**src/rtl/state_1ms_param_loader_if.sv**
```systemverilog
// Host and sequencer signal bundle for the 1 ms state parameter loader.
// master: host side (drives writes/commit, observes status and sequencer lines).
// slave : the loader itself.
interface state_1ms_param_loader_if;
    // host side
    logic        host_wr;
    logic [3:0]  host_addr;
    logic [15:0] host_wdata;
    logic        host_commit;
    logic        host_arm;
    logic        busy;
    logic        done;
    logic        wr_err;
    // sequencer side
    logic        load;
    logic [3:0]  loadchoice;
    logic [15:0] datain;
    logic        state_1ms_start;

    modport master (
        output host_wr, host_addr, host_wdata, host_commit, host_arm,
        input  busy, done, wr_err, load, loadchoice, datain, state_1ms_start
    );

    modport slave (
        input  host_wr, host_addr, host_wdata, host_commit, host_arm,
        output busy, done, wr_err, load, loadchoice, datain, state_1ms_start
    );
endinterface

```
**src/rtl/state_1ms_param_loader.sv**
```systemverilog
// Shadow parameter file with commit-triggered replay into the 1 ms state
// sequencer's load interface, followed by an optional start pulse.
//
// state | meaning
// IDLE  | accept host writes into the shadow file; wait for commit
// SCAN  | test dirty[ptr]; one cycle per slot
// LOAD  | load strobe high, loadchoice/datain = slot ptr, LOAD_CYCLES cycles
// GAP   | load low, loadchoice/datain held, GAP_CYCLES cycles
// START | one cycle, start pulse if armed at commit
// FIN   | one cycle, done pulse, busy low; back to IDLE
module state_1ms_param_loader #(
    parameter int NUM_SLOTS   = 16,
    parameter int LOAD_CYCLES = 2,
    parameter int GAP_CYCLES  = 2
) (
    input  logic                     clk_sys,
    input  logic                     loader_rst_n,
    state_1ms_param_loader_if.slave  bus
);

    localparam logic [2:0] S_IDLE  = 3'd0;
    localparam logic [2:0] S_SCAN  = 3'd1;
    localparam logic [2:0] S_LOAD  = 3'd2;
    localparam logic [2:0] S_GAP   = 3'd3;
    localparam logic [2:0] S_START = 3'd4;
    localparam logic [2:0] S_FIN   = 3'd5;

    // The timer only has to reach (max burst length - 1).
    localparam int CNT_MAX = (LOAD_CYCLES > GAP_CYCLES) ? LOAD_CYCLES : GAP_CYCLES;
    localparam int CNT_W   = (CNT_MAX > 1) ? $clog2(CNT_MAX) : 1;

    localparam logic [CNT_W-1:0] LOAD_INIT = CNT_W'(LOAD_CYCLES - 1);
    localparam logic [CNT_W-1:0] GAP_INIT  = CNT_W'(GAP_CYCLES - 1);
    localparam logic [3:0]       LAST_SLOT = 4'(NUM_SLOTS - 1);
    localparam logic [4:0]       SLOT_LIM  = 5'(NUM_SLOTS);

    logic [2:0]       state_q, state_d;
    logic [3:0]       ptr_q, ptr_d;
    logic [CNT_W-1:0] cnt_q, cnt_d;
    logic             arm_q, arm_d;
    logic [15:0]      dirty_q, dirty_d;
    logic [15:0]      shadow_q [16];
    logic [15:0]      shadow_d [16];
    logic [3:0]       loadchoice_q, loadchoice_d;
    logic [15:0]      datain_q, datain_d;
    logic             wr_err_q, wr_err_d;

    logic addr_valid;
    logic in_idle;
    logic wr_ok;

    assign addr_valid = ({1'b0, bus.host_addr} < SLOT_LIM);
    assign in_idle    = (state_q == S_IDLE);
    assign wr_ok      = bus.host_wr && addr_valid && in_idle;

    // Next-state, shadow-file update and error detection.
    always_comb begin
        state_d      = state_q;
        ptr_d        = ptr_q;
        cnt_d        = cnt_q;
        arm_d        = arm_q;
        dirty_d      = dirty_q;
        shadow_d     = shadow_q;
        loadchoice_d = loadchoice_q;
        datain_d     = datain_q;
        wr_err_d     = 1'b0;

        // Rejected writes and late commits share one error pulse.
        if (bus.host_wr && !wr_ok) begin
            wr_err_d = 1'b1;
        end
        if (bus.host_commit && !in_idle) begin
            wr_err_d = 1'b1;
        end

        case (state_q)
            S_IDLE: begin
                // Write lands before the commit so it joins this replay.
                if (wr_ok) begin
                    shadow_d[bus.host_addr] = bus.host_wdata;
                    dirty_d[bus.host_addr]  = 1'b1;
                end
                if (bus.host_commit) begin
                    state_d = S_SCAN;
                    ptr_d   = 4'd0;
                    arm_d   = bus.host_arm;
                end
            end

            S_SCAN: begin
                if (dirty_q[ptr_q]) begin
                    state_d         = S_LOAD;
                    dirty_d[ptr_q]  = 1'b0;
                    cnt_d           = LOAD_INIT;
                    loadchoice_d    = ptr_q;
                    datain_d        = shadow_q[ptr_q];
                end else if (ptr_q == LAST_SLOT) begin
                    state_d = S_START;
                end else begin
                    ptr_d = ptr_q + 4'd1;
                end
            end

            S_LOAD: begin
                if (cnt_q == '0) begin
                    state_d = S_GAP;
                    cnt_d   = GAP_INIT;
                end else begin
                    cnt_d = cnt_q - 1'b1;
                end
            end

            S_GAP: begin
                if (cnt_q == '0) begin
                    if (ptr_q == LAST_SLOT) begin
                        state_d = S_START;
                    end else begin
                        state_d = S_SCAN;
                        ptr_d   = ptr_q + 4'd1;
                    end
                end else begin
                    cnt_d = cnt_q - 1'b1;
                end
            end

            S_START: begin
                state_d = S_FIN;
            end

            S_FIN: begin
                state_d = S_IDLE;
            end

            default: begin
                state_d = S_IDLE;
            end
        endcase
    end

    // State, shadow file and output holding registers; reset wipes everything,
    // including pending dirty bits, so an interrupted replay is abandoned.
    always_ff @(posedge clk_sys) begin
        if (!loader_rst_n) begin
            state_q      <= S_IDLE;
            ptr_q        <= 4'd0;
            cnt_q        <= '0;
            arm_q        <= 1'b0;
            dirty_q      <= 16'd0;
            loadchoice_q <= 4'd0;
            datain_q     <= 16'd0;
            wr_err_q     <= 1'b0;
            for (int i = 0; i < 16; i++) begin
                shadow_q[i] <= 16'd0;
            end
        end else begin
            state_q      <= state_d;
            ptr_q        <= ptr_d;
            cnt_q        <= cnt_d;
            arm_q        <= arm_d;
            dirty_q      <= dirty_d;
            loadchoice_q <= loadchoice_d;
            datain_q     <= datain_d;
            wr_err_q     <= wr_err_d;
            for (int i = 0; i < 16; i++) begin
                shadow_q[i] <= shadow_d[i];
            end
        end
    end

    // Status and strobes are pure decodes of the registered state, so they
    // drop on the same edge that reset forces the FSM to IDLE.
    assign bus.busy            = (state_q == S_SCAN) || (state_q == S_LOAD) ||
                                 (state_q == S_GAP)  || (state_q == S_START);
    assign bus.done            = (state_q == S_FIN);
    assign bus.load            = (state_q == S_LOAD);
    assign bus.state_1ms_start = (state_q == S_START) && arm_q;
    assign bus.wr_err          = wr_err_q;
    assign bus.loadchoice      = loadchoice_q;
    assign bus.datain          = datain_q;

endmodule

```
**src/flat_wrapper.sv**
```systemverilog
// flat-port wrapper written by rule: the top's interface ports become plain ports
module state_1ms_param_loader_flat 
#(
    parameter int NUM_SLOTS   = 16,
    parameter int LOAD_CYCLES = 2,
    parameter int GAP_CYCLES  = 2
)
  (clk_sys, loader_rst_n, bus_host_wr, bus_host_addr, bus_host_wdata, bus_host_commit, bus_host_arm, bus_busy, bus_done, bus_wr_err, bus_load, bus_loadchoice, bus_datain, bus_state_1ms_start);
  state_1ms_param_loader_if bus_i ();
  input  logic clk_sys;
  input  logic loader_rst_n;
  input wire logic [$bits(bus_i.host_wr)-1:0] bus_host_wr;
  input wire logic [$bits(bus_i.host_addr)-1:0] bus_host_addr;
  input wire logic [$bits(bus_i.host_wdata)-1:0] bus_host_wdata;
  input wire logic [$bits(bus_i.host_commit)-1:0] bus_host_commit;
  input wire logic [$bits(bus_i.host_arm)-1:0] bus_host_arm;
  output wire logic [$bits(bus_i.busy)-1:0] bus_busy;
  output wire logic [$bits(bus_i.done)-1:0] bus_done;
  output wire logic [$bits(bus_i.wr_err)-1:0] bus_wr_err;
  output wire logic [$bits(bus_i.load)-1:0] bus_load;
  output wire logic [$bits(bus_i.loadchoice)-1:0] bus_loadchoice;
  output wire logic [$bits(bus_i.datain)-1:0] bus_datain;
  output wire logic [$bits(bus_i.state_1ms_start)-1:0] bus_state_1ms_start;
  assign bus_i.host_wr = bus_host_wr;
  assign bus_i.host_addr = bus_host_addr;
  assign bus_i.host_wdata = bus_host_wdata;
  assign bus_i.host_commit = bus_host_commit;
  assign bus_i.host_arm = bus_host_arm;
  assign bus_busy = bus_i.busy;
  assign bus_done = bus_i.done;
  assign bus_wr_err = bus_i.wr_err;
  assign bus_load = bus_i.load;
  assign bus_loadchoice = bus_i.loadchoice;
  assign bus_datain = bus_i.datain;
  assign bus_state_1ms_start = bus_i.state_1ms_start;
  state_1ms_param_loader #(.NUM_SLOTS(NUM_SLOTS), .LOAD_CYCLES(LOAD_CYCLES), .GAP_CYCLES(GAP_CYCLES)) u_core (.clk_sys(clk_sys), .loader_rst_n(loader_rst_n), .bus(bus_i));
endmodule
```
**config.mk**
```make
export PLATFORM = sky130hd
export DESIGN_NAME = state_1ms_param_loader_flat
export DESIGN_NICKNAME = d
export VERILOG_FILES = /design/src/rtl/state_1ms_param_loader_if.sv /design/src/rtl/state_1ms_param_loader.sv /design/src/flat_wrapper.sv
export SDC_FILE = /design/constraint.sdc
export NUM_CORES = 1
export LEC_CHECK = 0
export CORE_MARGIN = 2
export CORE_UTILIZATION = 65
export CTS_CLUSTER_SIZE = 24
export DETAILED_ROUTE_END_ITERATION = 16
export HOLD_SLACK_MARGIN = 0.12
export PLACE_DENSITY = 0.84
export SYNTH_ARGS = -nofsm -noshare
export SYNTH_HDL_FRONTEND = slang
export SYNTH_SLANG_ARGS = --single-unit
export TNS_END_PERCENT = 50
```
**constraint.sdc**
```tcl
create_clock -name clk_sys -period 5.3 [get_ports clk_sys]
set_input_delay 1.06 -clock clk_sys [delete_from_list [all_inputs] [get_ports clk_sys]]
set_output_delay 1.06 -clock clk_sys [all_outputs]
set_load 0.01 [all_outputs]
```
**After elaboration in Yosys (flattened, before gate mapping)**

Cells that the tools add are included.

- Output and inout bits: 25
- Register bits after elaboration: 302

- $lt $le $gt $ge: 7
- Reduce and logical (&&, ||, !) cells: 23
- $add $sub $neg: 2
- Equal/unequal tests: 13
- Bitwise operators: 5
- Mux-type cells: 33

Operators by type and width:

| cell | count |
|---|---|
| $bwmux 256 | 1 |
| $mux 16 | 5 |
| $bmux 16 s4 | 1 |
| $demux 16 s4 | 1 |
| $pmux 16 s2 | 1 |
| $mux 3 | 6 |
| $and 16x16->16 | 1 |
| $mux 4 | 4 |
| $not 16->16 | 1 |
| $or 16x16->16 | 1 |
| $pmux 3 s5 | 1 |
| $pmux 4 s3 | 1 |
| $ge 5x5->1 const B | 2 |
| $lt 4x5->1 const B | 2 |
| $ne 2x2->1 const B | 5 |
| $not 4->5 | 2 |
| $demux 1 s4 | 2 |
| $ge 4x1->1 const B | 2 |
| $mux 1 | 8 |
| $reduce_and 2->1 | 4 |
| $reduce_and 4->1 | 2 |
| $logic_and 1x1->1 | 7 |
| $eq 3x2->1 const B | 2 |
| $eq 3x3->1 const B | 2 |
| 15 further kinds | 19 |

**Depth between registers and ports, before layout**

Gate-level depths: netlist of run 1.

- Depth in word-level cells: 8
- Depth in mapped cells: 9
- Gate-level depth less buffers: 6

**Worst setup path after synthesis of run 1**

Ideal clock, no wire load.

- Path kind: input to register
- From: input bus_host_addr[2]
- To: register u_core.shadow_q[38] in the netlist's numbering
- Slack: 2752 ps
- Library setup time: 128 ps
- Stages: 7
- Data required time: 5172 ps
- Data arrival time: 2420 ps
- Path through: clkbuf_1 > nand3_1 > buf_2 > nor2_4 > buf_4 > mux2i_1 > nor2_1

- Cells in the longest elaborated chain, start to end: 6
- Elaborated cells on any way between the ends: 7
- Those cells by class: order compare (2); mux (3); bitwise (1); reduce/logical (1)

RTL lines:

| what | RTL line | RTL |
|---|---|---|
| start, declared | flat_wrapper.sv:13 | `input wire logic [$bits(bus_i.host_addr)-1:0] bus_host_addr;` |
| $not 4->5 (implied by the code) (*) | state_1ms_param_loader.sv:80 | `shadow_d[bus.host_addr] = bus.host_wdata;` |
| $ge 5x5->1 (implied by the code) or $lt 5x1->1 (tied branches) | state_1ms_param_loader.sv:80 |  |
| $logic_and 1x1->1 (implied by the code) | state_1ms_param_loader.sv:80 |  |
| $mux 16 (implied by the code) | state_1ms_param_loader.sv:80 |  |
| $demux 16 s4 (*) | state_1ms_param_loader.sv:80 |  |
| $bwmux 256 (*) | state_1ms_param_loader.sv:80 |  |
| end signal, assigned by index | state_1ms_param_loader.sv:165 | `shadow_q[i] <= shadow_d[i];` |
| end, declared | state_1ms_param_loader.sv:42 | `logic [15:0] shadow_q [16];` |

Every way passes the cells marked *; elsewhere a longest branch is shown, timed or not.
A chain may end at the register's enable or synchronous reset.

**Final worst setup path of run 1**

- From: register u_core.state_q[1]
- To: output bus_load

- Cells in the longest elaborated chain, start to end: 1

RTL lines:

| what | RTL line | RTL |
|---|---|---|
| start, declared | state_1ms_param_loader.sv:37 | `logic [2:0] state_q, state_d;` |
| start signal, assigned | state_1ms_param_loader.sv:156 | `state_q <= state_d;` |
| $eq 3x2->1 | state_1ms_param_loader.sv:175 | `assign bus.load = (state_q == S_LOAD);` |
| end, declared | flat_wrapper.sv:20 | `output wire logic [$bits(bus_i.load)-1:0] bus_load;` |

Every way passes these cells.

==> out/results.ini, run 1 <==
[placement]
gp_congestion=0.8614
io_buffers=49
dp_hpwl_um=21890

[hold_path]
min_to=u_core.shadow_q[96]$_SDFFE_PN0P_
hold_path_class=reg2reg
whs_path_depth=2
hold_start=u_core.shadow_q[96]$_SDFFE_PN0P_

[timing]
final.period_utilization_pct=59.63
drv_slew=0
worstMarginPinSlew_ps=1020
setup_viol=0
skew_ps=29.59
fmax_mhz=316.4
hold_viol=0
rsz0062_at_grt=no
whs_ps=448.6
setup_tns_ps=0
min_period_ps=3161
relSlewSlack_pct=31.81

[routing]
drt_iter0_drc=1189
wl_um=35280
drt_first_pass_iters=6
routedWlPerCell_um=20.10
drtAntennaViolNets=0
vias=11182
route.detailed.drc=0
viasPerCell=6.372

[floorplan]
die_h_um=146.5
fp.dieArea_um2=21450
core.rowCount=52
initial_core_util_pct=65.62
pin_count=50
coreArea_um2=20100
fp.dieW_um=146.5

[setup_path]
crit_required_ps=4240
timing.rr.end=u_core.ptr_q[2]$_SDFFE_PN0P_
crit_type=reg2out
critPathMaxStageDelay_ps=590
r2r_slack_ps=2210
worst-path-buf-inv=2
worst_setup_path_end_kind=primary output
critPathMaxFanout=12
crit_path_cell_trace=inv_1 > nor3_1 > clkdlybuf4s50_1
rr_worst_depth=5
worstReg2RegStart=u_core.ptr_q[0]$_SDFFE_PN0P_
worstPathArrival_ps=2100
cp_top_family=buffers and inverters
critPathSlowestCell=dfxtp_1
critPathLaunchType=flop

[global_routing]
grt_pass1_wl_um=56360
track_usage_pct=32.60
grt_max_degree=107
grt-ovfl-total=0
grt_pass1_vias=10776
antenna_found_initial=0

[synth]
synth-seq-area-share_pct=45.83
yosysTopAreaCellShare_pct=45.83
ys_ff_latch=302
synthFlopType=dfxtp_1
synth_fp_nets=1512
syn_area_um2=13190
ys_top_cells_by_area=dfxtp_1 46%, mux4_2 11%, nand2_1 11%
yosysUniqueCellTypes=57
synthArstFlopShare_pct=0
yosysWarnings=0
synthCells=1483
syn_area_per_cell_um2=8.896
synth_top_cell_by_area=dfxtp_1
synth_edf_count=0

[pwr]
p_per_area_nw_per_um2=339.5
total_power_uw=4962
vdd_drop_max_mv=0.2662
power.leakage_uw=0.004691

[layout]
areaGrowthSynthToFinish_pct=10.79
seq_area_um2=6053
multi_input_area_um2=6528
fillers=1442
finalNetCount=1491
drive_above_1_share_pct=10.65

[job]
drv_cap=0

[clock_network]
insertion_delay_ps=580
cts_hold_buf=0
cts_max_path_buffers=3
ctsRootBufferMaster=clkbuf_16
cts_tree=yes
cts_sinks=302
cts.htree.levels=1
clkTransAtPathRegs_ps=60
post_cts_buffers=0
post_cts_resized=0
numCtsBuffers=31

[status]
outcome=complete, no violations

## report_power, final
group	leakage, µW	switching (µW)	internal [µW]
Sequential	0.00244	76.0	2310
Clock	0.000491	888	1250
Combinational	0.00176	264	176
Total	0.00469	1230	3730
## flip-flops by register name (all words and copies together) (netlist names)
| signal | cells |
|---|---|
| u_core.arm_q | 1 |
| u_core.shadow_q | 256 |
| u_core.state_q | 3 |
| u_core.bus.loadchoice | 4 |
| u_core.dirty_q | 16 |
| u_core.cnt_q | 1 |
| u_core.ptr_q | 4 |
| u_core.bus.wr_err | 1 |
| u_core.bus.datain | 16 |
## synthesized netlist by cell type, types with 4 or more instances
master and count:
nor2b_1 6, nor3_1 7, mux2i_1 75, and3_1 5, inv_1 6, dfxtp_1 302, buf_2 41, nand2_1 390
mux4_2 65, nor2_1 85, nor2_4 4, nand3_1 41, a22oi_1 33, buf_6 6, clkbuf_1 67, a21oi_1 228
o21ai_0 52, ha_1 4, a31oi_1 5, buf_4 9
## metal layers
layer | global-route usage, % | vias to the layer above | wire length (µm)
met4 | 11.55 | 0 | 798
met2 | 52.71 | 647 | 16600
met1 | 44.14 | 5371 | 14300
met3 | 6.344 | 75 | 3567
met5 | 0 | - | 0
li1 | - | 5089 | -
## worst max-delay path by stage
stage                              startpoint  depth (start not counted)                               end
2_1_floorplan                bus_host_addr[2]                          7  u_core.shadow_q[38]$_SDFFE_PN0P_
3_3_place_gp                     loader_rst_n                          4  u_core.shadow_q[73]$_SDFFE_PN0P_
3_5_place_dp                 bus_host_addr[0]                          5  u_core.shadow_q[55]$_SDFFE_PN0P_
4_1_cts        u_core.state_q[1]$_SDFFE_PN0P_                          3                          bus_load
5_1_grt          u_core.ptr_q[0]$_SDFFE_PN0P_                          5      u_core.ptr_q[2]$_SDFFE_PN0P_
6_report       u_core.state_q[1]$_SDFFE_PN0P_                          3                          bus_load
## logic make-up after synthesis
group	after synthesis	share of synthesized area, %
and+or+nand+nor	575	18.67
AOI/OAI and AO/OA	329	13.47
DFF	302	45.83
muxes	141	16.87
buffers and inverters	131	4.714
adders and majority gates	4	0.3794
xor gates and xnor gates	1	0.06640
## tightest hold or removal path: cells and delay by family, from the launching register on
kind / cells / cell delay, ps
AOI/OAI and AO/OA: 1 / 50
DFF: 1 / 300
and+or+nand+nor: 1 / 50
## per-stage QoR
step / instances / utilization, % / setup slack (ps) / instance area, µm²
floorplan: 1483 / - / 2752 / 13190
global placement: 1699 / 67.73 / 1968 / 13620
detailed placement: 1699 / 67.73 / 1901 / 13620
CTS: 1754 / 72.69 / 2136 / 14610
global route: 1754 / 72.69 / 1947 / 14610
finish: 1755 / 72.70 / 2139 / 14620
## layout by cell type (no fill, tap or decap), types with 7 or more instances in the layout
master and n:
nor3_1 7, mux2i_1 75, clkbuf_16 31, clkdlybuf4s50_1 49, a21oi_1 228, nand2_1 390, o21ai_0 52, clkbuf_1 10
clkbuf_8 9, buf_4 21, dfxtp_1 300, mux4_2 65, a22oi_1 33, nor2_1 85, nand3_1 41
## final cells by class
type / count / share of cell area (%)
clock buffer: 50 / 6.412
sequential: 302 / 41.41
timing repair buffer: 71 / 4.571
clock inverter: 5 / 0.4109
multi-input combinational: 1050 / 44.66
tap: 270 / 2.311
antenna: 1 / 0.01712
inverter: 6 / 0.2054
(Power assumes the default switching activity.)
==> run 2, diff against run 1 <==
- CORE_UTILIZATION: 65 -> 55
- PLACE_DENSITY: 0.84 -> 0.76
- clock period: 5.3 -> 2.73 ns (I/O delays scaled with it)
==> run 2 against run 1 <==
Against the previous run:
- critical path depth increased by 1
- wire length increased by 3.2%
- clock skew decreased by 18 ps
- hold slack improved by 3.1 ps
- cell count increased by 5.3%
- via count decreased by 0.72%
- first-iteration DRC count decreased by 4.7%
- power increased by 98%
- sequential power increased by 91%
- critical path type unchanged
- largest power group unchanged
- highest routed layer is now met5
==> out/results.ini, run 2 (synthesized netlist as in run 1, its figures left out) <==
[status]
outcome=complete, no violations

[floorplan]
initial_core_util_pct=56.04  ; -9.6 points
fp.dieArea_um2=25240  ; +18%
die_h_um=158.9  ; +8.5%
pin_count=50  ; unchanged
coreArea_um2=23540  ; +17%
fp.dieW_um=158.9  ; +8.5%
core.rowCount=56  ; +7.7%

[routing]
viasPerCell=6.007  ; -5.7%
vias=11101  ; -0.72%
drt_iter0_drc=1133  ; -4.7%
route.detailed.drc=0  ; unchanged
routedWlPerCell_um=19.70  ; -2.0%
drtAntennaViolNets=0  ; unchanged
wl_um=36410  ; +3.2%
drt_first_pass_iters=6  ; unchanged

[setup_path]
worst_setup_path_end_kind=primary output
critPathMaxFanout=12  ; unchanged
crit_type=reg2out
rr_worst_depth=7  ; +2
critPathLaunchType=flop
worst-path-buf-inv=2  ; unchanged
worstPathArrival_ps=2010  ; -90 ps
worstReg2RegStart=u_core.ptr_q[0]$_SDFFE_PN0P_
timing.rr.end=u_core.dirty_q[2]$_SDFFE_PN0P_
r2r_slack_ps=410  ; -1800 ps
cp_top_family=buffers and inverters
critPathMaxStageDelay_ps=520  ; -70 ps
critPathSlowestCell=clkdlybuf4s50_1
crit_required_ps=2180  ; -2060 ps
crit_path_cell_trace=buf_4 > nor2_1 > and3_1 > clkdlybuf4s50_1

[layout]
regMostFlops=u_core.shadow_q
finalNetCount=1535  ; +3.0%
drive_above_1_share_pct=13.67  ; +3.0 points
areaGrowthSynthToFinish_pct=15.56
largest_reg_flops=256  ; unchanged
diodes=0  ; -1
fillers=1941  ; +35%
layout_commonest_cell=nand2_1
layout_common_cells=390 x nand2_1, 299 x dfxtp_1, 228 x a21oi_1, 85 x nor2_1, 75 x mux2i_1
final_area_um2=15250  ; +4.3%

[clock_network]
cts_sinks=302  ; unchanged
insertion_delay_ps=560  ; -20 ps
cts_hold_buf=0  ; unchanged
cts_tree=yes
cts.htree.levels=1  ; unchanged
cts_max_path_buffers=3  ; unchanged
ctsRootBufferMaster=clkbuf_16
clkTransAtPathRegs_ps=60  ; about the same
numCtsBuffers=31  ; unchanged
post_cts_buffers=0  ; unchanged

[placement]
placed_area_um2=14220  ; +4.4%
gp_congestion=0.8426  ; -2.2%
dp_hpwl_um=23480  ; +7.3%
post-place-ws_ps=207.6  ; -1693 ps
io_buffers=49  ; unchanged

[hold_path]
min_to=u_core.shadow_q[219]$_SDFFE_PN0P_
whs_path_depth=2  ; unchanged
hold_start=u_core.shadow_q[219]$_SDFFE_PN0P_
hold_path_class=reg2reg

[timing]
skew_ps=11.10  ; -18.49 ps
min_period_ps=2552
setup_ws_ps=177.6  ; -1962 ps
setup_viol=0  ; unchanged
setup_tns_ps=0  ; unchanged
relSlewSlack_pct=41.34  ; +9.5 points
whs_ps=451.7  ; +3.089 ps
hold_viol=0  ; unchanged
drv_slew=0  ; unchanged
fmax_mhz=391.8
final.period_utilization_pct=93.49
worstMarginPinSlew_ps=877.2  ; -142.5 ps
rsz0062_at_grt=no

[global_routing]
grt-ovfl-total=0  ; unchanged
antenna_found_initial=1  ; +1
track_usage_pct=28.26  ; -4.3 points
grt_pass1_vias=10787  ; +0.10%
grt_pass1_wl_um=57990  ; +2.9%
grt_max_degree=79  ; -26%

[pwr]
p_per_area_nw_per_um2=644.9  ; +90%
power.leakage_uw=0.004991  ; +6.4%
vdd_drop_max_mv=0.5412  ; +100%
total_power_uw=9833  ; +98%

[job]
drv_cap=0  ; unchanged

[run 2: cell count changes in the layout (fill, tap and decap cells not counted), sizes merged]
| cell | change |
|---|---|
| clkinv | +7 |
| clkbuf | -6 |
| diode | -1 |
| buf | +44 |
| inv | -1 |
| bufinv | +1 |
[run 2: cell type report]
cell class | instances | area (µm²) | share of cell area [%]
Clock inverter | 12 | 111.4 | 0.7304
Clock buffer | 44 | 914.6 | 5.999
Inverter | 6 | 30.03 | 0.1970
Timing Repair Buffer | 115 | 1211 | 7.944
Tap cell | 319 | 399.1 | 2.618
Multi-Input combinational cell | 1050 | 6525 | 42.80
Sequential cell | 302 | 6055 | 39.71
[run 2: stage by stage]
step	cells	utilization, %
after floorplan	1483	-
after global placement	1792	60.40
after detailed placement	1792	60.40
after CTS	1848	64.75
after global routing	1848	64.76
final	1848	64.76
[run 2: what timing repair did]
item | CTS | global route
endpoints found under the setup margin | 0 | 1
endpoints found under the hold margin | 0 | 0
resized for setup | 0 | 1
[run 2: routing by layer]
| metal | share of wire, % | track usage (%) | vias up |
|---|---|---|---|
| met5 | 0.036 | 0 | - |
| met4 | 2.6 | 8.636 | 2 |
| met3 | 9.3 | 6.165 | 77 |
| met2 | 47 | 46.47 | 482 |
| met1 | 41 | 37.49 | 5365 |
| li1 | - | - | 5175 |
[run 2: worst max path at each step]
stage | from | cells past startpoint | endpoint | slack, ps
4_1_cts | u_core.state_q[1]$_SDFFE_PN0P_ | 3 | bus_load | 80
3_3_place_gp | bus_host_wr | 9 | u_core.shadow_q[18]$_SDFFE_PN0P_ | 200
5_1_grt | u_core.state_q[0]$_SDFFE_PN0P_ | 4 | bus_state_1ms_start | 90
2_1_floorplan | bus_host_addr[2] | 7 | u_core.shadow_q[38]$_SDFFE_PN0P_ | 700
6_report | u_core.state_q[0]$_SDFFE_PN0P_ | 4 | bus_state_1ms_start | 180
3_5_place_dp | bus_host_wr | 9 | u_core.shadow_q[18]$_SDFFE_PN0P_ | 210
[run 2: power by group]
part / leakage [µW] / internal [µW] / switching, µW
logic: 0.00203 / 423 / 620
clock network: 0.000519 / 2500 / 1730
registers: 0.00244 / 4480 / 73.0
total: 0.00499 / 7410 / 2430
[run 2: worst min-delay path, stage by stage, from the launching register on]
cell	delay [ps]
dfxtp_1	310
nand2_1	50
a21oi_1	50
